**config.mk**
```make
export PLATFORM = sky130hd
export DESIGN_NAME = mem_port_arbiter
export DESIGN_NICKNAME = d
export VERILOG_FILES = /design/src/rtl/mem_port_arbiter_pkg.sv /design/src/rtl/mem_lane_steer.sv /design/src/rtl/mem_port_arbiter.sv
export SDC_FILE = /design/constraint.sdc
export NUM_CORES = 1
export LEC_CHECK = 0
export CAP_MARGIN = 20
export CORE_ASPECT_RATIO = 1.1
export CORE_MARGIN = 8
export CORE_UTILIZATION = 55
export CTS_CLUSTER_SIZE = 12
export DETAILED_ROUTE_END_ITERATION = 8
export DONT_BUFFER_PORTS = 1
export PLACE_DENSITY = 0.82
export REMOVE_ABC_BUFFERS = 1
export SYNTH_ARGS = -nofsm -noshare
export SYNTH_HDL_FRONTEND = slang
export SYNTH_SLANG_ARGS = --single-unit
```
**constraint.sdc**
```tcl
create_clock -name iCLK -period 10.6 [get_ports iCLK]
set_clock_uncertainty 0.2 [all_clocks]
set_input_delay 3.18 -clock iCLK [delete_from_list [all_inputs] [get_ports iCLK]]
set_output_delay 3.18 -clock iCLK [all_outputs]
set_load 0.05 [all_outputs]
```
**src/rtl/mem_port_arbiter_pkg.sv**
```systemverilog
// mem_port_arbiter_pkg: shared state, size and owner codes for the memory port arbiter
package mem_port_arbiter_pkg;
  typedef enum logic [1:0] {ST_IDLE, ST_ACCESS, ST_RESP} state_t;
  typedef enum logic {OWN_CPU, OWN_DMA} owner_t;
  localparam logic [1:0] SZ_BYTE = 2'b00;
  localparam logic [1:0] SZ_HALF = 2'b01;
  localparam logic [1:0] SZ_WORD = 2'b10;
endpackage

```
**src/rtl/mem_lane_steer.sv**
```systemverilog
// mem_lane_steer: byte enables, write-lane replication, misalign flag and read-data alignment for a 4-lane bus
module mem_lane_steer
  import mem_port_arbiter_pkg::*;
(
  input  logic [1:0]  size,
  input  logic [1:0]  off,
  input  logic [31:0] wdata,
  input  logic [31:0] mem_rdata,
  output logic [3:0]  be,
  output logic [31:0] mem_wdata,
  output logic        misalign,
  output logic [31:0] rdata
);
  logic [31:0] sh;
  always_comb begin
    sh = mem_rdata >> {off, 3'b000};
    misalign = size == 2'b11 || (size == SZ_HALF && off[0]) || (size == SZ_WORD && off != 2'b00);
    be = size == SZ_BYTE ? 4'b0001 << off : size == SZ_HALF ? (off[1] ? 4'b1100 : 4'b0011) : size == SZ_WORD ? 4'b1111 : 4'b0000;
    mem_wdata = size == SZ_BYTE ? {4{wdata[7:0]}} : size == SZ_HALF ? {2{wdata[15:0]}} : wdata;
    rdata = size == SZ_BYTE ? {24'd0, sh[7:0]} : size == SZ_HALF ? {16'd0, sh[15:0]} : sh;
  end
endmodule

```
**src/rtl/mem_port_arbiter.sv**
```systemverilog
// mem_port_arbiter: round-robin CPU/DMA arbiter onto a single-port memory with lane steering and timeout
module mem_port_arbiter
  import mem_port_arbiter_pkg::*;
#(
  parameter int ADDR_W  = 32,
  parameter int DATA_W  = 32,
  parameter int TIMEOUT = 255
) (
  input  logic              iCLK,
  input  logic              iRST,
  input  logic              iCpuReq,
  input  logic              iCpuWe,
  input  logic [1:0]        iCpuSize,
  input  logic [ADDR_W-1:0] iCpuAddr,
  input  logic [DATA_W-1:0] iCpuWData,
  output logic              oCpuDone,
  output logic [DATA_W-1:0] oCpuRData,
  output logic              oCpuErr,
  input  logic              iDmaReq,
  input  logic              iDmaWe,
  input  logic [1:0]        iDmaSize,
  input  logic [ADDR_W-1:0] iDmaAddr,
  input  logic [DATA_W-1:0] iDmaWData,
  output logic              oDmaDone,
  output logic [DATA_W-1:0] oDmaRData,
  output logic              oDmaErr,
  output logic              oMemReq,
  output logic              oMemWe,
  output logic [ADDR_W-1:0] oMemAddr,
  output logic [3:0]        oMemBE,
  output logic [DATA_W-1:0] oMemWData,
  input  logic              iMemAck,
  input  logic [DATA_W-1:0] iMemRData,
  output logic              oBusy
);
  localparam int CW = $clog2(TIMEOUT + 1);
  state_t state_q, state_d;
  owner_t owner_q, owner_d, last_q, last_d;
  logic we_q, we_d, err_q, err_d;
  logic [1:0] size_q, size_d;
  logic [ADDR_W-1:0] addr_q, addr_d;
  logic [DATA_W-1:0] wdata_q, wdata_d, rdata_q, rdata_d;
  logic [CW-1:0] cnt_q, cnt_d;
  logic cpu_win, sel_we, misalign, acc, cpu_done, dma_done;
  logic [1:0] sel_size, st_size, st_off;
  logic [ADDR_W-1:0] sel_addr;
  logic [DATA_W-1:0] sel_wdata, st_wdata, st_rdata;
  logic [3:0] st_be;
  assign cpu_win   = iCpuReq && (!iDmaReq || last_q == OWN_DMA);
  assign sel_we    = cpu_win ? iCpuWe : iDmaWe;
  assign sel_size  = cpu_win ? iCpuSize : iDmaSize;
  assign sel_addr  = cpu_win ? iCpuAddr : iDmaAddr;
  assign sel_wdata = cpu_win ? iCpuWData : iDmaWData;
  assign st_size   = state_q == ST_IDLE ? sel_size : size_q;
  assign st_off    = state_q == ST_IDLE ? sel_addr[1:0] : addr_q[1:0];
  mem_lane_steer u_steer (
    .size(st_size),
    .off(st_off),
    .wdata(wdata_q),
    .mem_rdata(iMemRData),
    .be(st_be),
    .mem_wdata(st_wdata),
    .misalign(misalign),
    .rdata(st_rdata)
  );
  always_comb begin
    state_d = state_q;
    owner_d = owner_q;
    last_d  = last_q;
    we_d    = we_q;
    size_d  = size_q;
    addr_d  = addr_q;
    wdata_d = wdata_q;
    cnt_d   = cnt_q;
    rdata_d = rdata_q;
    err_d   = err_q;
    unique case (state_q)
      ST_IDLE: if (iCpuReq || iDmaReq) begin
        owner_d = cpu_win ? OWN_CPU : OWN_DMA;
        we_d    = sel_we;
        size_d  = sel_size;
        addr_d  = sel_addr;
        wdata_d = sel_wdata;
        cnt_d   = '0;
        rdata_d = '0;
        err_d   = misalign;
        state_d = misalign ? ST_RESP : ST_ACCESS;
      end
      ST_ACCESS: if (iMemAck) begin
        rdata_d = st_rdata;
        err_d   = 1'b0;
        state_d = ST_RESP;
      end else if (cnt_q == CW'(TIMEOUT - 1)) begin
        rdata_d = '0;
        err_d   = 1'b1;
        state_d = ST_RESP;
      end else begin
        cnt_d = cnt_q + CW'(1);
      end
      ST_RESP: begin
        last_d  = owner_q;
        state_d = ST_IDLE;
      end
      default: state_d = ST_IDLE;
    endcase
  end
  always_ff @(posedge iCLK or posedge iRST) begin
    if (iRST) begin
      state_q <= ST_IDLE;
      owner_q <= OWN_CPU;
      last_q  <= OWN_DMA;
      we_q    <= 1'b0;
      size_q  <= '0;
      addr_q  <= '0;
      wdata_q <= '0;
      cnt_q   <= '0;
      rdata_q <= '0;
      err_q   <= 1'b0;
    end else begin
      state_q <= state_d;
      owner_q <= owner_d;
      last_q  <= last_d;
      we_q    <= we_d;
      size_q  <= size_d;
      addr_q  <= addr_d;
      wdata_q <= wdata_d;
      cnt_q   <= cnt_d;
      rdata_q <= rdata_d;
      err_q   <= err_d;
    end
  end
  assign acc       = state_q == ST_ACCESS;
  assign cpu_done  = state_q == ST_RESP && owner_q == OWN_CPU;
  assign dma_done  = state_q == ST_RESP && owner_q == OWN_DMA;
  assign oMemReq   = acc;
  assign oMemWe    = acc && we_q;
  assign oMemAddr  = acc ? {addr_q[ADDR_W-1:2], 2'b00} : '0;
  assign oMemBE    = acc ? st_be : 4'b0000;
  assign oMemWData = acc ? st_wdata : '0;
  assign oCpuDone  = cpu_done;
  assign oCpuRData = cpu_done ? rdata_q : '0;
  assign oCpuErr   = cpu_done && err_q;
  assign oDmaDone  = dma_done;
  assign oDmaRData = dma_done ? rdata_q : '0;
  assign oDmaErr   = dma_done && err_q;
  assign oBusy     = state_q != ST_IDLE;
endmodule

```
==> impl_metrics.ini, run 1 <==
[die]
die_w_um = 120
rows = 41
chipHeight_um = 130
io_pins = 310
core_area_um2 = 11500
die-area_um2 = 15600
start_util_pct = 56.6

[global_routing]
grt.total_usage_pct = 25.2
grt-ovfl-total = 0
grt_max_degree = 115
antenna_found_initial = 0
grt_pass1_wl_um = 31400
grt_pass1_vias = 5899

[sta]
setup_viol = 0
drv_slew = 0
fin_crit_sh_pct = 84.3
max_freq_mhz = 112
whs_ns = 0.299
worstMarginPinSlew_ns = 1.11
min_period_ns = 8.93
slew_headroom_pct = 26.0
rsz0062_at_grt = no
tns_ns = 0
hold_viol = 0

[run]
cap_violations = 0

[yosys]
ys_top_cells_by_area = dfrtp_1, nand2_1, and2_1
yosysTopAreaCell = dfrtp_1
synthCells = 808
ys_seq_area_share_pct = 42.9
synth.avg_cell_area_um2 = 8.08
yosysTopAreaCellShare_pct = 42.5
async_flop_share_pct = 100
synth_cell_types = 46
ys_ff_latch = 112
yosysWarnings = 0
synth_edf_count = 0
synthesis.area_um2 = 6530
synthFlopType = dfrtp_1

[drt]
antenna_left = 0
wirelength_um = 20700
vias = 5910
vias_per_cell = 6.32
first_pass_iters = 5
routedWlPerCell_um = 22.2
dr.first_iter.drc_count = 514
drc_errors = 0

[min_path]
hold_class = flip-flop to flip-flop
worstHoldStart = rdata_q[23]$_DFFE_PP0P_

[finish]
fin_util_pct = 60.2
layout-drive-gt1-share_pct = 7.52
mostFrequentLayoutCells = nand2_1, dfrtp_1, and2_1
insertedDiodeCount = 0
layout.nets = 953
fillCellCount = 998
areaGrowthSynthToFinish_pct = 6.32
layout_commonest_cell = nand2_1
instances_no_fill = 935

[critical_path]
slowest_stage = a21oi_1
startpoint_type = input pin
max_stage_delay_ns = 0.91
regToRegStartpoint = state_q[0]$_DFFE_PP0P_
worstPathArrival_ns = 5.55
critPathMaxFanout = 19
required_ns = 7.22
crit_type = input pin to output port
worstPathBufferInverterCount = 0
end_kind = output port
startpoint = iDmaReq
worstPathCellList = nand2b_4, a21boi_0, o22a_1, o21ai_0, a21oi_1
crit_family = compound AO/OA/AOI/OAI gates
ff2ff_setup_slack_ns = 7.58

[placed_design]
placed_cells = 918
dpl.hpwl_um = 15500
port_buffers = 0
gp_congestion = 0.866

[cts]
post_cts_buffers = 0
post_cts_resized = 0
clk_pin_slew_worst_paths_ns = 0.07
numCtsBuffers = 9
root_buffer = clkbuf_16
tritoncts = done
htree_levels = 3
cts_sinks = 112
clock_latency_ns = 0.34
ctsLongestPathBuffers = 2
hold_buffers = 0

[power_and_ir_drop]
clkPwrFrac_pct = 15.1
internal_power_uw = 1140
peakVddDrop_uv = 175
p_per_area_nw_per_um2 = 349
swShare_pct = 52.8
switchingPower_uw = 1280
total_power_uw = 2420
pwr-share-comb_pct = 54.0
leakage_uw = 0.00313
pwr-share-seq_pct = 30.9

[status]
status = completed
-- power by group through the flow --
stage	Clock, uW	Combinational, uW	Sequential (uW)
2_1_floorplan	0	1060	695
3_3_place_gp	0	1270	737
3_5_place_dp	0	1310	751
4_1_cts	374	1310	743
5_1_grt	392	1410	766
6_report	366	1310	748
-- layer usage --
| layer | share of wire, % | track usage (%) | up-vias |
|---|---|---|---|
| met2 | 51 | 45.4 | 388 |
| met1 | 36 | 27.3 | 2811 |
| met3 | 11 | 7.56 | 43 |
| met4 | 2.4 | 9.71 | 0 |
| li1 | - | - | 2668 |
| met5 | 0 | 0 | - |
-- layout make-up --
| type | instances | area, um^2 | share of cell area (%) |
|---|---|---|---|
| multi-input combinational | 622 | 3400 | 49.0 |
| sequential | 112 | 2800 | 40.4 |
| clock buffer | 11 | 243 | 3.49 |
| tap | 150 | 188 | 2.70 |
| timing repair buffer | 22 | 178 | 2.56 |
| clock inverter | 5 | 80.1 | 1.15 |
| inverter | 13 | 51.3 | 0.739 |
-- cells in the mapped netlist (2+ instances only) --
cell	number
a211oi_1	2
a21boi_0	2
a21o_1	4
a21oi_1	23
a22o_1	8
a31o_2	2
a31oi_1	71
and2_1	106
and3_1	3
buf_1	3
buf_2	23
buf_4	4
buf_6	6
clkbuf_1	26
dfrtp_1	111
ha_1	2
inv_1	12
mux2i_1	25
nand2_1	196
nand2b_1	2
nand3_1	12
nand3b_1	2
nand4_1	4
nor2_1	82
nor3_1	2
o21ai_0	31
o21ai_1	3
o221ai_1	16
o22a_1	2
or2_2	2
xor2_1	6
-- sequential cells by signal (all words and copies together), names as in the netlist --
name     cells
addr_q      32
last_q       1
wdata_q     32
owner_q      1
cnt_q        8
rdata_q     32
size_q       2
we_q         1
err_q        1
state_q      2
-- path summary, 6_finish.rpt --
kind,endpoint,cells past startpoint
setup / recovery,oMemWData[11],5
hold / removal,rdata_q[23]$_DFFE_PP0P_,2
setup reg to reg,wdata_q[8]$_DFFE_PP0P_,6
hold reg to reg,rdata_q[23]$_DFFE_PP0P_,2
max in group asynchronous,wdata_q[0]$_DFFE_PP0P_,2
min in group asynchronous,addr_q[8]$_DFFE_PP0P_,1
-- worst reg2reg max path: stages, from the launching register on --
cell,delay (ns)
dfrtp_1,0.47
nor2_4,0.27
inv_2,0.23
nor2_4,0.53
buf_4,0.88
nor2_1,0.18
a31oi_1,0.18
-- metrics by stage --
stage | cell area [um^2] | setup slack [ns]
floorplan | 6210 | 0.389
global placement | 6600 | 1.81
detailed placement | 6600 | 1.70
CTS | 6930 | 1.70
global route | 6950 | 1.52
finish | 6950 | 1.67
-- logic make-up after synthesis --
family | count (synthesis) | share of synthesized area [%]
simple gates | 416 | 29.2
compound gates | 171 | 17.1
flops | 112 | 42.9
buf+inv | 75 | 5.67
mux | 25 | 3.83
xor+xnor | 6 | 0.804
fa+ha+maj | 2 | 0.383
other cells | 1 | 0.0574
Power figures use the tool's default switching activity.
==> run 2: changes to the inputs <==
--- a/config.mk
+++ b/config.mk
@@ -12,7 +12,7 @@
 export CTS_CLUSTER_SIZE = 12
 export DETAILED_ROUTE_END_ITERATION = 8
 export DONT_BUFFER_PORTS = 1
-export PLACE_DENSITY = 0.82
+export PLACE_DENSITY = 0.85
 export REMOVE_ABC_BUFFERS = 1
 export SYNTH_ARGS = -nofsm -noshare
 export SYNTH_HDL_FRONTEND = slang
==> constraint.sdc (replaced) <==
create_clock -name iCLK -period 7.49 [get_ports iCLK]
set_clock_uncertainty 0.2 [all_clocks]
set_input_delay 2.247 -clock iCLK [delete_from_list [all_inputs] [get_ports iCLK]]
set_output_delay 2.247 -clock iCLK [all_outputs]
set_load 0.05 [all_outputs]
==> impl_metrics.ini, run 2 (synthesis results as in run 1) <==
[power_and_ir_drop]
internal_power_uw = 1630
swShare_pct = 52.3
pwr-share-comb_pct = 55.2
p_per_area_nw_per_um2 = 488
leakage_uw = 0.00321
clkPwrFrac_pct = 14.4
pwr-share-seq_pct = 30.5
peakVddDrop_uv = 233
switchingPower_uw = 1790

[critical_path]
crit_type = input pin to output port
critPathMaxFanout = 21
worstPathCellList = nand2b_4, a21boi_0, o22a_1, o21ai_0, a21oi_1, buf_4
required_ns = 5.04
max_stage_delay_ns = 0.74
end_kind = output port
slowest_stage = o22a_1
worstPathArrival_ns = 4.08
startpoint_type = input pin

[die]
chipHeight_um = 130
die-area_um2 = 15600
start_util_pct = 56.6
core_area_um2 = 11500
die_w_um = 120
rows = 41
io_pins = 310

[cts]
htree_levels = 3
post_cts_buffers = 0
clk_pin_slew_worst_paths_ns = 0.06
hold_buffers = 0
clock_latency_ns = 0.35
post_cts_resized = 0
numCtsBuffers = 9
ctsLongestPathBuffers = 2
tritoncts = done
root_buffer = clkbuf_16
cts_sinks = 112

[min_path]
hold_class = flip-flop to flip-flop

[finish]
layout-drive-gt1-share_pct = 8.88
mostFrequentLayoutCells = nand2_1, dfrtp_1, and2_1
reg_top3 = addr_q: 32 flops, rdata_q: 32 flops, wdata_q: 32 flops
fillCellCount = 1019
instances_no_fill = 951
layout.nets = 968
layout_commonest_cell = nand2_1
areaGrowthSynthToFinish_pct = 7.57
design_area_um2 = 7030

[placed_design]
gp_congestion = 0.853
placed_cells = 934
place_ws_ns = 1.02
placed_area_um2 = 6720
port_buffers = 0
dpl.hpwl_um = 15800

[global_routing]
grt-ovfl-total = 0
grt_pass1_vias = 5631
antenna_found_initial = 2
grt_max_degree = 101
grt.total_usage_pct = 26.0
grt_pass1_wl_um = 31700

[sta]
rsz0062_at_grt = no
hold_viol = 0
setup_ws_ns = 0.963
min_period_ns = 6.53
max_freq_mhz = 153
worstMarginPinSlew_ns = 1.03
tns_ns = 0
drv_slew = 0
setup_viol = 0
fin_crit_sh_pct = 87.1
slew_headroom_pct = 31.5

[drt]
drc_errors = 0
vias_per_cell = 6.17
first_pass_iters = 5
dr.first_iter.drc_count = 534
wirelength_um = 21400
routedWlPerCell_um = 22.5
antenna_left = 0
vias = 5863

[run]
cap_violations = 0

[status]
status = completed
## run 2: final timing paths
path | startpoint | to | slack (ns) | depth (start not counted)
hold / removal | rdata_q[9]$_DFFE_PP0P_ | rdata_q[9]$_DFFE_PP0P_ | 0.30 | 2
hold reg to reg | rdata_q[9]$_DFFE_PP0P_ | rdata_q[9]$_DFFE_PP0P_ | 0.30 | 2
setup reg to reg | state_q[1]$_DFFE_PP0P_ | rdata_q[1]$_DFFE_PP0P_ | 4.35 | 4
max in group asynchronous | iRST | size_q[1]$_DFFE_PP0P_ | 4.19 | 2
min in group asynchronous | iRST | addr_q[29]$_DFFE_PP0P_ | 1.69 | 1
setup / recovery | iDmaReq | oMemWData[11] | 0.96 | 6
## run 2: power by group through the flow
stage | combinational [uW] | sequential, uW | clock, uW
after floorplan | 1500 | 983 | 0
after global placement | 1860 | 1040 | 0
after detailed placement | 1890 | 1050 | 0
after CTS | 1890 | 1040 | 501
after global routing | 2030 | 1070 | 525
final | 1890 | 1040 | 492
## run 2: stage by stage
stage / hold WS, ns / util [%] / total power, uW
floorplan: 0.255 / - / 2480
global placement: 0.283 / 58.2 / 2890
detailed placement: 0.286 / 58.2 / 2940
CTS: 0.301 / 60.9 / 3440
global route: 0.328 / 60.9 / 3630
finish: 0.296 / 60.9 / 3430
## run 2: worst max-delay path: cells and delay by family
family / cells / cell delay [ns]
AO/OA/AOI/OAI: 4 / 1.50
buffers and inverters: 1 / 0.24
AND/OR/NAND/NOR: 1 / 0.07
## run 2: area by class of cell
type                            instances  area, um^2  share of cell area, %
Antenna cell                            1        2.50                 0.0356
Clock buffer                           14         264                   3.76
Clock inverter                          2        38.8                  0.552
Inverter                               13        51.3                  0.730
Multi-Input combinational cell        622        3390                   48.2
Sequential cell                       112        2800                   39.9
Tap cell                              150         188                   2.67
Timing Repair Buffer                   37         290                   4.13
## run 2: metal layers
metal | share of wire, % | global-route usage (%) | routed length (um) | vias to the layer above
met4 | 2.4 | 10.6 | 523 | 2
met2 | 50 | 44.3 | 10600 | 345
met3 | 11 | 9.29 | 2370 | 46
met1 | 37 | 29.4 | 7850 | 2774
met5 | 0.047 | 0 | 10 | -
li1 | - | - | - | 2696
